[src/rtl/sync_fifo_if.sv]
// sync_fifo_if: write/read handshake and status bundle for sync_fifo.
// master = producer/consumer side, slave = the FIFO itself.
interface sync_fifo_if #(
  parameter int DSIZE = 32,
  parameter int ASIZE = 4
);
  logic             winc;
  logic [DSIZE-1:0] wdata;
  logic             wfull;
  logic             awfull;
  logic             rinc;
  logic [DSIZE-1:0] rdata;
  logic             rempty;
  logic             arempty;
  logic [ASIZE:0]   level;
  logic             overflow;
  logic             underflow;

  modport master (
    output winc, wdata, rinc,
    input  wfull, awfull, rdata, rempty, arempty, level, overflow, underflow
  );

  modport slave (
    input  winc, wdata, rinc,
    output wfull, awfull, rdata, rempty, arempty, level, overflow, underflow
  );
endinterface

[src/rtl/sync_fifo.sv]
// sync_fifo: single-clock FIFO with occupancy level, almost-full/almost-empty
// flags and sticky overflow/underflow errors.
// Optional macro SYNC_FIFO_FWFT_EN: when defined, rdata is first-word-fall-
// through (head word presented while not empty); otherwise rdata is loaded
// on each accepted read.
module sync_fifo #(
  parameter int DSIZE   = 32,
  parameter int ASIZE   = 4,
  parameter int AWFULL  = 2**ASIZE-2,
  parameter int AREMPTY = 1
) (
  input  logic       clk,
  input  logic       rst,
  sync_fifo_if.slave bus
);
  localparam int DEPTH = 2**ASIZE;
  localparam logic [ASIZE:0] DEPTH_LV   = (ASIZE+1)'(DEPTH);
  localparam logic [ASIZE:0] AWFULL_LV  = (ASIZE+1)'(AWFULL);
  localparam logic [ASIZE:0] AREMPTY_LV = (ASIZE+1)'(AREMPTY);
  localparam logic [ASIZE:0] ONE_LV     = (ASIZE+1)'(1);

  logic [DSIZE-1:0] mem [DEPTH];

  logic [ASIZE:0]   wptr_reg, wptr_next;
  logic [ASIZE:0]   rptr_reg, rptr_next;
  logic [ASIZE:0]   level_reg, level_next;
  logic             wfull_reg, awfull_reg, rempty_reg, arempty_reg;
  logic             overflow_reg, underflow_reg;
  logic [DSIZE-1:0] rdata_reg;
  logic             wr_ok, rd_ok;

  // Accept decisions look only at registered flags, so nothing combinational
  // reaches the outputs from winc/rinc.
  always_comb begin
    wr_ok      = bus.winc & ~wfull_reg;
    rd_ok      = bus.rinc & ~rempty_reg;
    wptr_next  = wr_ok ? (wptr_reg + ONE_LV) : wptr_reg;
    rptr_next  = rd_ok ? (rptr_reg + ONE_LV) : rptr_reg;
    level_next = level_reg;
    if (wr_ok && !rd_ok)
      level_next = level_reg + ONE_LV;
    else if (!wr_ok && rd_ok)
      level_next = level_reg - ONE_LV;
  end

  // Storage array write; contents are deliberately left out of reset.
  always_ff @(posedge clk) begin
    if (wr_ok)
      mem[wptr_reg[ASIZE-1:0]] <= bus.wdata;
  end

  // Pointers, level, status flags (from next level) and sticky errors.
  always_ff @(posedge clk or posedge rst) begin
    if (rst) begin
      wptr_reg      <= '0;
      rptr_reg      <= '0;
      level_reg     <= '0;
      wfull_reg     <= 1'b0;
      awfull_reg    <= 1'b0;
      rempty_reg    <= 1'b1;
      arempty_reg   <= 1'b1;
      overflow_reg  <= 1'b0;
      underflow_reg <= 1'b0;
    end else begin
      wptr_reg      <= wptr_next;
      rptr_reg      <= rptr_next;
      level_reg     <= level_next;
      wfull_reg     <= (level_next == DEPTH_LV);
      awfull_reg    <= (level_next >= AWFULL_LV);
      rempty_reg    <= (level_next == '0);
      arempty_reg   <= (level_next <= AREMPTY_LV);
      overflow_reg  <= overflow_reg | (bus.winc & wfull_reg);
      underflow_reg <= underflow_reg | (bus.rinc & rempty_reg);
    end
  end

`ifdef SYNC_FIFO_FWFT_EN
  logic [DSIZE-1:0] head_next;

  // Head word after this edge: the word being written now if it becomes
  // the head (write into empty, or the last word popped while writing).
  always_comb begin
    head_next = mem[rptr_next[ASIZE-1:0]];
    if (wr_ok && (wptr_reg == rptr_next))
      head_next = bus.wdata;
  end

  // Present the head whenever the FIFO will be non-empty; hold while empty.
  always_ff @(posedge clk or posedge rst) begin
    if (rst)
      rdata_reg <= '0;
    else if (level_next != '0)
      rdata_reg <= head_next;
  end
`else
  // Registered read: load the head word on each accepted read only.
  always_ff @(posedge clk or posedge rst) begin
    if (rst)
      rdata_reg <= '0;
    else if (rd_ok)
      rdata_reg <= mem[rptr_reg[ASIZE-1:0]];
  end
`endif

  assign bus.wfull     = wfull_reg;
  assign bus.awfull    = awfull_reg;
  assign bus.rempty    = rempty_reg;
  assign bus.arempty   = arempty_reg;
  assign bus.level     = level_reg;
  assign bus.overflow  = overflow_reg;
  assign bus.underflow = underflow_reg;
  assign bus.rdata     = rdata_reg;
endmodule

[src/flat_wrapper.sv]
// flat-port wrapper written by rule: the top's interface ports become plain ports
module sync_fifo_flat 
#(
  parameter int DSIZE   = 32,
  parameter int ASIZE   = 4,
  parameter int AWFULL  = 2**ASIZE-2,
  parameter int AREMPTY = 1
)
  (clk, rst, bus_winc, bus_wdata, bus_rinc, bus_wfull, bus_awfull, bus_rdata, bus_rempty, bus_arempty, bus_level, bus_overflow, bus_underflow);
  sync_fifo_if #(.DSIZE(DSIZE), .ASIZE(ASIZE)) bus_i ();
  input  logic clk;
  input  logic rst;
  input wire logic [$bits(bus_i.winc)-1:0] bus_winc;
  input wire logic [$bits(bus_i.wdata)-1:0] bus_wdata;
  input wire logic [$bits(bus_i.rinc)-1:0] bus_rinc;
  output wire logic [$bits(bus_i.wfull)-1:0] bus_wfull;
  output wire logic [$bits(bus_i.awfull)-1:0] bus_awfull;
  output wire logic [$bits(bus_i.rdata)-1:0] bus_rdata;
  output wire logic [$bits(bus_i.rempty)-1:0] bus_rempty;
  output wire logic [$bits(bus_i.arempty)-1:0] bus_arempty;
  output wire logic [$bits(bus_i.level)-1:0] bus_level;
  output wire logic [$bits(bus_i.overflow)-1:0] bus_overflow;
  output wire logic [$bits(bus_i.underflow)-1:0] bus_underflow;
  assign bus_i.winc = bus_winc;
  assign bus_i.wdata = bus_wdata;
  assign bus_i.rinc = bus_rinc;
  assign bus_wfull = bus_i.wfull;
  assign bus_awfull = bus_i.awfull;
  assign bus_rdata = bus_i.rdata;
  assign bus_rempty = bus_i.rempty;
  assign bus_arempty = bus_i.arempty;
  assign bus_level = bus_i.level;
  assign bus_overflow = bus_i.overflow;
  assign bus_underflow = bus_i.underflow;
  sync_fifo #(.DSIZE(DSIZE), .ASIZE(ASIZE), .AWFULL(AWFULL), .AREMPTY(AREMPTY)) u_core (.clk(clk), .rst(rst), .bus(bus_i));
endmodule
[config.mk]
export PLATFORM = sky130hd
export DESIGN_NAME = sync_fifo_flat
export DESIGN_NICKNAME = d
export VERILOG_FILES = /design/src/rtl/sync_fifo_if.sv /design/src/rtl/sync_fifo.sv /design/src/flat_wrapper.sv
export SDC_FILE = /design/constraint.sdc
export NUM_CORES = 1
export LEC_CHECK = 0
export ABC_AREA = 1
export BUFFER_PORTS_ARGS = -buffer_cell sky130_fd_sc_hd__buf_4
export CORE_AREA = 8 8 237 262
export CTS_BUF_LIST = sky130_fd_sc_hd__clkbuf_16
export DETAILED_ROUTE_END_ITERATION = 10
export DIE_AREA = 0 0 245 270
export SYNTH_ARGS = -nofsm -noshare
export SYNTH_HDL_FRONTEND = slang
export SYNTH_SLANG_ARGS = --single-unit
[constraint.sdc]
create_clock -name clk -period 4 [get_ports clk]
set_clock_uncertainty 0.2 [all_clocks]
set_input_delay 0.8 -clock clk [delete_from_list [all_inputs] [get_ports clk]]
set_output_delay 0.8 -clock clk [all_outputs]
set_load 0.02 [all_outputs]
== Word level (Yosys, flattened, before mapping) ==
Memory sizes are Yosys's and may differ from the RTL's. A register that Yosys moved wholly into a read port is not among the register bits.
Cells that the tools add are included.
Cells by class
  add/subtract/negate cells: 4
  multipliers: 0
  divide/modulo/power cells: 0
  $lt $le $gt $ge: 2
  eq/ne operators: 1
  shift-type cells: 0
  multiplexer cells: 4
  bitwise logic cells: 8
  reduce and logical (&&, ||, !) cells: 5
Operator list (count)
  $add A5 B1 Y5 const B: 3
  $mux W5: 2
  $eq A5 B5 Y1 const B: 1
  $ge A5 B4 Y1 const B: 1
  $le A5 B1 Y1 const B: 1
  $logic_not A5 Y1: 1
  $sub A5 B1 Y5 const B: 1
  $and A1 B1 Y1: 4
  $logic_and A1 B1 Y1: 2
  $logic_not A1 Y1: 2
  $mux W1: 2
  $not A1 Y1: 2
  $or A1 B1 Y1: 2
Storage, ports and cells
  bits in registers: 21
  latch bits: 0
  memory bits (writable): 512
  memory bits (read-only): 0
  output and inout port bits: 43
  memories: 1
Memories
  u_core.mem: words 16, bits a word 32, read ports 1, clocked after memory_dff 1, wr ports 1, RTL line sync_fifo.sv:22  | logic [DSIZE-1:0] mem [DEPTH];

== Depth between registers and ports, before layout ==
Gate-level depths: netlist of the first run.
  word-level depth: 7
  gate-level depth with buffers: 12
  gate-level depth less buffers: 10

== Worst setup path after synthesis of the first run ==
No wires, ideal clock.
  kind: input to register
  start: input bus_winc
  end: memory u_core.mem[11][0], enable pin
  library setup time: 0.421 ns
  arrival: 2.592 ns
  required time: 3.379 ns
  path slack: 0.787 ns
  stages: 5
  path buffers: 1
  cell sequence: inv_1 > nor2_2 > buf_4 > nand2_1 > nor2_1
Between the ends
  cells in the longest elaborated chain, start to end: 3
Ends and longest elaborated chain
  from (decl): RTL line flat_wrapper.sv:13  | input wire logic [$bits(bus_i.winc)-1:0] bus_winc;
  $and A1 B1 Y1: RTL line sync_fifo.sv:35  | wr_ok = bus.winc & ~wfull_reg;
  $mux W1: RTL line sync_fifo.sv:48  | if (wr_ok)
  $mux W1 (not written as such): RTL line sync_fifo.sv:49  | mem[wptr_reg[ASIZE-1:0]] <= bus.wdata;
  to (decl): RTL line sync_fifo.sv:22
No other way between the ends.

==> results.json, run 1 <==
{
  "syn_area_per_cell_um2": 11.9,
  "avgRoutedWirePerCell_um": 20.9,
  "cp_common_cell": "nand2_1",
  "drt_pass1_iterations": 6,
  "finalMaxSlewViolations": 0,
  "rsz0062_at_grt": "false",
  "dieWidth_um": 245,
  "dp_cells": 2675,
  "r2r_start": "u_core.rptr_reg[1]",
  "yosys_warnings": 0,
  "cp_slowest_stage_delay_ps": 670,
  "crit_family": "buffers and inverters",
  "grt_usage": 0.173,
  "antennaDiodeCount": 0,
  "cp_slowest_cell": "dfrtp_4",
  "r2r_cells": 9,
  "startpoint_type": "flop",
  "antenna_found_initial": 0,
  "power_density_mw_per_mm2": 738,
  "initial_utilization": 0.393,
  "die_h_um": 270,
  "io_buffers": 78,
  "leakagePower_nw": 9.74,
  "cp_cell_sequence": "buf_4 -> buf_4 -> nand3_1 -> nand3_1 -> nand2_1 -> nand2_1 -> nand2_1 -> nand2_1 -> nand2_1",
  "drt-vias-per-instance": 5.17,
  "end_kind": "flop",
  "setup-tns-final_ps": 0,
  "reg2reg_to": "u_core.bus.rdata[6]",
  "fp-row-count": 93,
  "postRouteAntennaNets": 0,
  "min_to": "u_core.bus.rdata[17]",
  "syn2layout_area_growth_pct": 14.0,
  "postSynthCellCount": 1909,
  "cts_buffers": 58,
  "clkPwrFrac": 0.266,
  "combPwrFrac": 0.339,
  "worst_pin_slew_ps": 964,
  "pin_count": 79,
  "hold_start": "u_core.bus.rdata[17]",
  "path_class": "reg2reg",
  "setup_violations": 0,
  "fin_nets": 2019,
  "hold_viol_final": 0,
  "dieArea_mm2": 0.0662,
  "r2r_setup_slack_ps": 1140,
  "cts_sinks": 563,
  "fillCellCount": 5178,
  "max_freq_mhz": 349,
  "largest_reg_flops": 512,
  "drt_iter0_markers": 1223,
  "wl_um": 58300,
  "cts_root_buf": "clkbuf_16",
  "path_buf_inv": 2,
  "vdd_drop_max_mv": 0.540,
  "drive_gt1_frac": 0.111,
  "grt_first_pass_wirelength_um": 88400,
  "status": "finished clean",
  "fin_crit_sh": 0.716,
  "cts.clk_slew.worst_paths_ps": 60,
  "finalCriticalPeriod_ps": 2860,
  "place.gp.congestion": 0.791,
  "ys_seq_area_frac": 0.732,
  "cts-htree-levels": 2,
  "switchingPower_mw": 7.17,
  "crit_fanout": 44,
  "drc": 0,
  "hold_depth": 2,
  "grt_max_degree": 137,
  "startpoint": "u_core.rptr_reg[1]",
  "clockBufferDepth": 3,
  "grt-ovfl-total": 0,
  "arrival_ps": 3170,
  "switching_share": 0.375,
  "core-area_mm2": 0.0578,
  "cts_tree": "done",
  "clock_latency_ps": 620,
  "grt_pass1_vias": 14376,
  "slew_headroom": 0.356,
  "layout.cells.non_filler": 2786,
  "hp-class": "reg2reg",
  "pwr-share-seq": 0.395,
  "cap_violations": 0,
  "syn_nets": 1952,
  "dp_hpwl_um": 35200,
  "synth_seq_cells": 563,
  "syn_area_mm2": 0.0227,
  "crit_required_ps": 4300,
  "synth_cell_types": 29,
  "p_int_mw": 11.9,
  "num_vias": 14393
}
==> metal layers <==
layer / track usage / up-vias / routed length, um
met1: 0.209 / 7125 / 23300
met2: 0.308 / 391 / 30300
met3: 0.0245 / 108 / 2670
li1: - / 6769 / -
met5: 0 / - / 0
met4: 0.0653 / 0 / 2110
==> worst max path at each step <==
stage / end / slack, ps / cells after the start
6_report: u_core.bus.rdata[6] / 1140 / 9
5_1_grt: u_core.bus.rdata[21] / 1050 / 9
4_1_cts: u_core.bus.rdata[1] / 1150 / 7
3_5_place_dp: u_core.mem[13][12] / 1010 / 6
3_3_place_gp: u_core.mem[13][13] / 1050 / 6
2_1_floorplan: u_core.mem[11][0] / 790 / 5
==> power by group through the flow <==
stage / registers [mW] / logic (mW) / clock network, mW
finish: 7.55 / 6.48 / 5.08
detailed placement: 7.67 / 6.55 / 0
global route: 7.62 / 7.14 / 5.40
CTS: 7.56 / 6.58 / 5.18
floorplan: 7.80 / 4.25 / 0
global placement: 7.65 / 6.49 / 0
==> Yosys cell counts (all sizes together) <==
library cell	number	area (um^2)
a21boi	11	82.6
a21oi	33	165
buf	101	694
clkbuf	10	37.5
dfrtp	49	1230
dfstp	2	52.6
edfxtp	512	15400
ha	7	87.6
inv	20	80.1
nand2	757	2850
nand3	341	1710
nand3b	12	90.1
nand4	1	6.26
nor2	29	119
nor3	1	5.00
o211ai	11	82.6
o21ai	4	20.0
o21bai	2	15.0
xor2	6	52.6
==> logic make-up after synthesis <==
group                      after synthesis  synth area share
xor gates and xnor gates                 6           0.00231
DFF                                    563             0.732
buffers and inverters                  131            0.0357
AOI/OAI and AO/OA                       61            0.0161
adders and majority gates                7           0.00385
and+or+nand+nor                       1141             0.210
==> worst register-to-register path: cells and delay by family (launching register included) <==
family / cells / cell delay [ps]
buf+inv: 2 / 1200
flops: 1 / 670
simple gates: 7 / 710
==> cells in the final DEF, fill, tap and decap left out, types with 2 or more instances in the layout <==
| cell | n |
|---|---|
| nand2_1 | 755 |
| clkinv_1 | 20 |
| nand2_2 | 2 |
| xor2_1 | 6 |
| nor2_1 | 11 |
| nand3b_1 | 12 |
| clkinv_8 | 2 |
| o21ai_0 | 3 |
| buf_4 | 106 |
| dfrtp_2 | 2 |
| dfrtp_1 | 45 |
| ha_1 | 7 |
| dfrtp_4 | 2 |
| inv_2 | 2 |
| a21boi_0 | 11 |
| clkinvlp_4 | 4 |
| a21oi_1 | 33 |
| dfstp_2 | 2 |
| o21bai_1 | 2 |
| buf_12 | 11 |
| nor2_4 | 17 |
| inv_1 | 28 |
| clkbuf_16 | 59 |
| clkinv_2 | 11 |
| nand3_1 | 341 |
| edfxtp_1 | 512 |
| o211ai_1 | 11 |
| bufinv_16 | 3 |
==> stage by stage <==
stage | util | setup slack (ps) | instance area, um^2 | total power, mW | hold slack, ps
2_1_floorplan | - | 787 | 22700 | 12.0 | 365
3_3_place_gp | 0.417 | 1050 | 24100 | 14.1 | 264
3_5_place_dp | 0.417 | 1010 | 24100 | 14.2 | 266
4_1_cts | 0.448 | 1150 | 25900 | 19.3 | 283
5_1_grt | 0.448 | 1050 | 25900 | 20.2 | 306
6_report | 0.448 | 1140 | 25900 | 19.1 | 281
==> timing repair <==
action | in CTS | in global routing
buffers inserted | 0 | 0
hold buffers | 1 | 0
resized for setup | 0 | 0
hold endpoints to repair | 12 | 0
==> final cells by class <==
type / instances / area (um^2) / share of cell area
Sequential cell: 563 / 16700 / 0.643
Multi-Input combinational cell: 1215 / 5400 / 0.208
Clock buffer: 59 / 1480 / 0.0570
Timing Repair Buffer: 118 / 1030 / 0.0396
Tap cell: 760 / 951 / 0.0367
Clock inverter: 51 / 323 / 0.0125
Inverter: 20 / 81.3 / 0.00314
Note: power is estimated with default switching activity, not from simulation.
==> run 2: changes to the inputs <==
Clock period 4 ns to 2.35 ns, I/O delays scaled along.
==> run 2 against run 1 <==
  * Flip-flop and latch count unchanged
  * Core utilization up 1.2 points
  * Die area unchanged
  * Hold slack worse by 260 ps
  * Via count up 0.91%
  * Combinational power up 81%
  * Sequential share of layout area down 1.7 points
  * Critical path depth up 2
  * Critical endpoint is now u_core.bus.wfull
  * Highest routed layer unchanged
==> results.json, run 2 (synthesis gave the netlist of run 1 again) <==
{
  "clockBufferDepth": 3,
  "grt_usage": 0.174,
  "cp_cell_sequence": "dlygate4sd3_1 -> buf_4 -> inv_1 -> nor2_2 -> buf_4 -> nand2_1 -> o21ai_0 -> nand2_1 -> nand2_1 -> nand3_1 -> nor2_1",
  "grt_max_degree": 125,
  "grt_pass1_vias": 14569,
  "multi_input_comb_area_mm2": 0.00540,
  "status": "finished clean",
  "vdd_drop_max_mv": 0.708,
  "dpl_cell_area_mm2": 0.0246,
  "clock_latency_ps": 600,
  "pin_count": 79,
  "die_h_um": 270,
  "grt_first_pass_wirelength_um": 89100,
  "startpoint_type": "input pin",
  "crit_family": "buffers and inverters",
  "max_freq_mhz": 468,
  "dieArea_mm2": 0.0662,
  "cts.clk_slew.worst_paths_ps": 60,
  "grt_use_met1": 0.199,
  "stdcell_area_mm2": 0.0266,
  "core-area_mm2": 0.0578,
  "cap_violations": 0,
  "cp_common_cell": "nand2_1",
  "met2_usage": 0.312,
  "initial_utilization": 0.393,
  "top_usage_layer": "met2",
  "antennaDiodeCount": 0,
  "use_met3": 0.0234,
  "cts-htree-levels": 2,
  "cts_buffers": 58,
  "place.gp.congestion": 0.796,
  "drt_pass1_iterations": 5,
  "postRouteAntennaNets": 0,
  "dp_cells": 2696,
  "cts_sinks": 563,
  "cp_slowest_stage_delay_ps": 540,
  "end_kind": "flop",
  "worst_pin_slew_ps": 669,
  "num_vias": 14524,
  "final_cell_mix": "nand2_1, edfxtp_1, nand3_1",
  "avgRoutedWirePerCell_um": 20.7,
  "drt_iter0_markers": 963,
  "drt-vias-per-instance": 5.14,
  "fin_nets": 2062,
  "cts_tree": "done",
  "finalCriticalPeriod_ps": 2130,
  "arrival_ps": 2450,
  "hold_viol_final": 0,
  "crit_fanout": 8,
  "dp_hpwl_um": 36100,
  "leakagePower_nw": 10.0,
  "postCtsSetupRepairBufs": 0,
  "seqCellArea_mm2": 0.0167,
  "antenna_found_initial": 0,
  "fillCellCount": 5187,
  "dieWidth_um": 245,
  "setup_violations": 0,
  "crit_required_ps": 2670,
  "wl_um": 58500,
  "final_common_cell": "nand2_1",
  "grt-ovfl-total": 0,
  "rsz0062_at_grt": "false",
  "drc": 0,
  "fin_crit_sh": 0.908,
  "power_density_mw_per_mm2": 1250,
  "io_buffers": 78,
  "cts_root_buf": "clkbuf_16",
  "fp-row-count": 93,
  "path_buf_inv": 4,
  "path_class": "in2reg",
  "syn2layout_area_growth_pct": 17.1,
  "drive_gt1_frac": 0.123,
  "hold_ws_ps": 22.5,
  "slew_headroom": 0.554,
  "finalMaxSlewViolations": 0,
  "hp-class": "in2reg",
  "cp_slowest_cell": "dlygate4sd3_1",
  "largest_reg_flops": 512,
  "layout.cells.non_filler": 2827
}
## run 2: cell types whose count changed in the layout (fill, tap and decap cells not counted), sizes merged
cell         delta
clkinv          -4
inv             -2
dlygate4sd3    +22
buf            +21
clkinvlp        +3
bufinv          +1
## run 2: path summary, 6_finish.rpt
path | slack, ps | end | startpoint | cells past startpoint
max in group asynchronous | 1080 | u_core.bus.rempty | rst | 4
worst min register to register | 280 | u_core.bus.rdata[9] | u_core.bus.rdata[9] | 2
min in group asynchronous | 220 | u_core.rptr_reg[0] | rst | 3
worst max register to register | 240 | u_core.bus.rdata[7] | u_core.rptr_reg[0] | 9
worst max-delay path | 220 | u_core.bus.wfull | bus_winc | 11
worst min-delay path | 20 | u_core.mem[10][20] | bus_wdata[20] | 1
## run 2: cell type report
cell class	count	area share
Timing Repair Buffer	161	0.0645
Clock buffer	59	0.0554
Sequential cell	563	0.626
Inverter	20	0.00305
Tap cell	760	0.0357
Multi-Input combinational cell	1215	0.203
Clock inverter	49	0.0129
## run 2: power by group
group          switching [mW]  total (mW)  leakage, nW  internal (mW)
clock network            3.80        8.78        0.915           4.98
registers               0.580        12.8         5.24           12.3
logic                    8.00        11.7         3.87           3.66
total                    12.4        33.3         10.0           20.9
## run 2: what timing repair did
| action | in CTS | in global routing |
|---|---|---|
| hold buffers | 23 | 0 |
| endpoints found under the hold margin | 300 | 0 |
| gates resized for setup | 0 | 0 |
## run 2: routing by layer
metal	wire length, um	up-vias
li1	-	6844
met1	22200	7139
met2	30700	394
met3	2440	147
met4	3110	0
met5	0	-
## run 2: metrics by stage
step / total power, mW / TNS, ps / setup slack [ps] / utilization
after global routing: 35.1 / 0 / 77.7 / 0.460
final: 33.3 / 0 / 215 / 0.460
after floorplan: 20.5 / -193870 / -505 / -
after global placement: 24.7 / 0 / 216 / 0.425
after CTS: 33.7 / 0 / 243 / 0.460
after detailed placement: 24.8 / 0 / 202 / 0.425
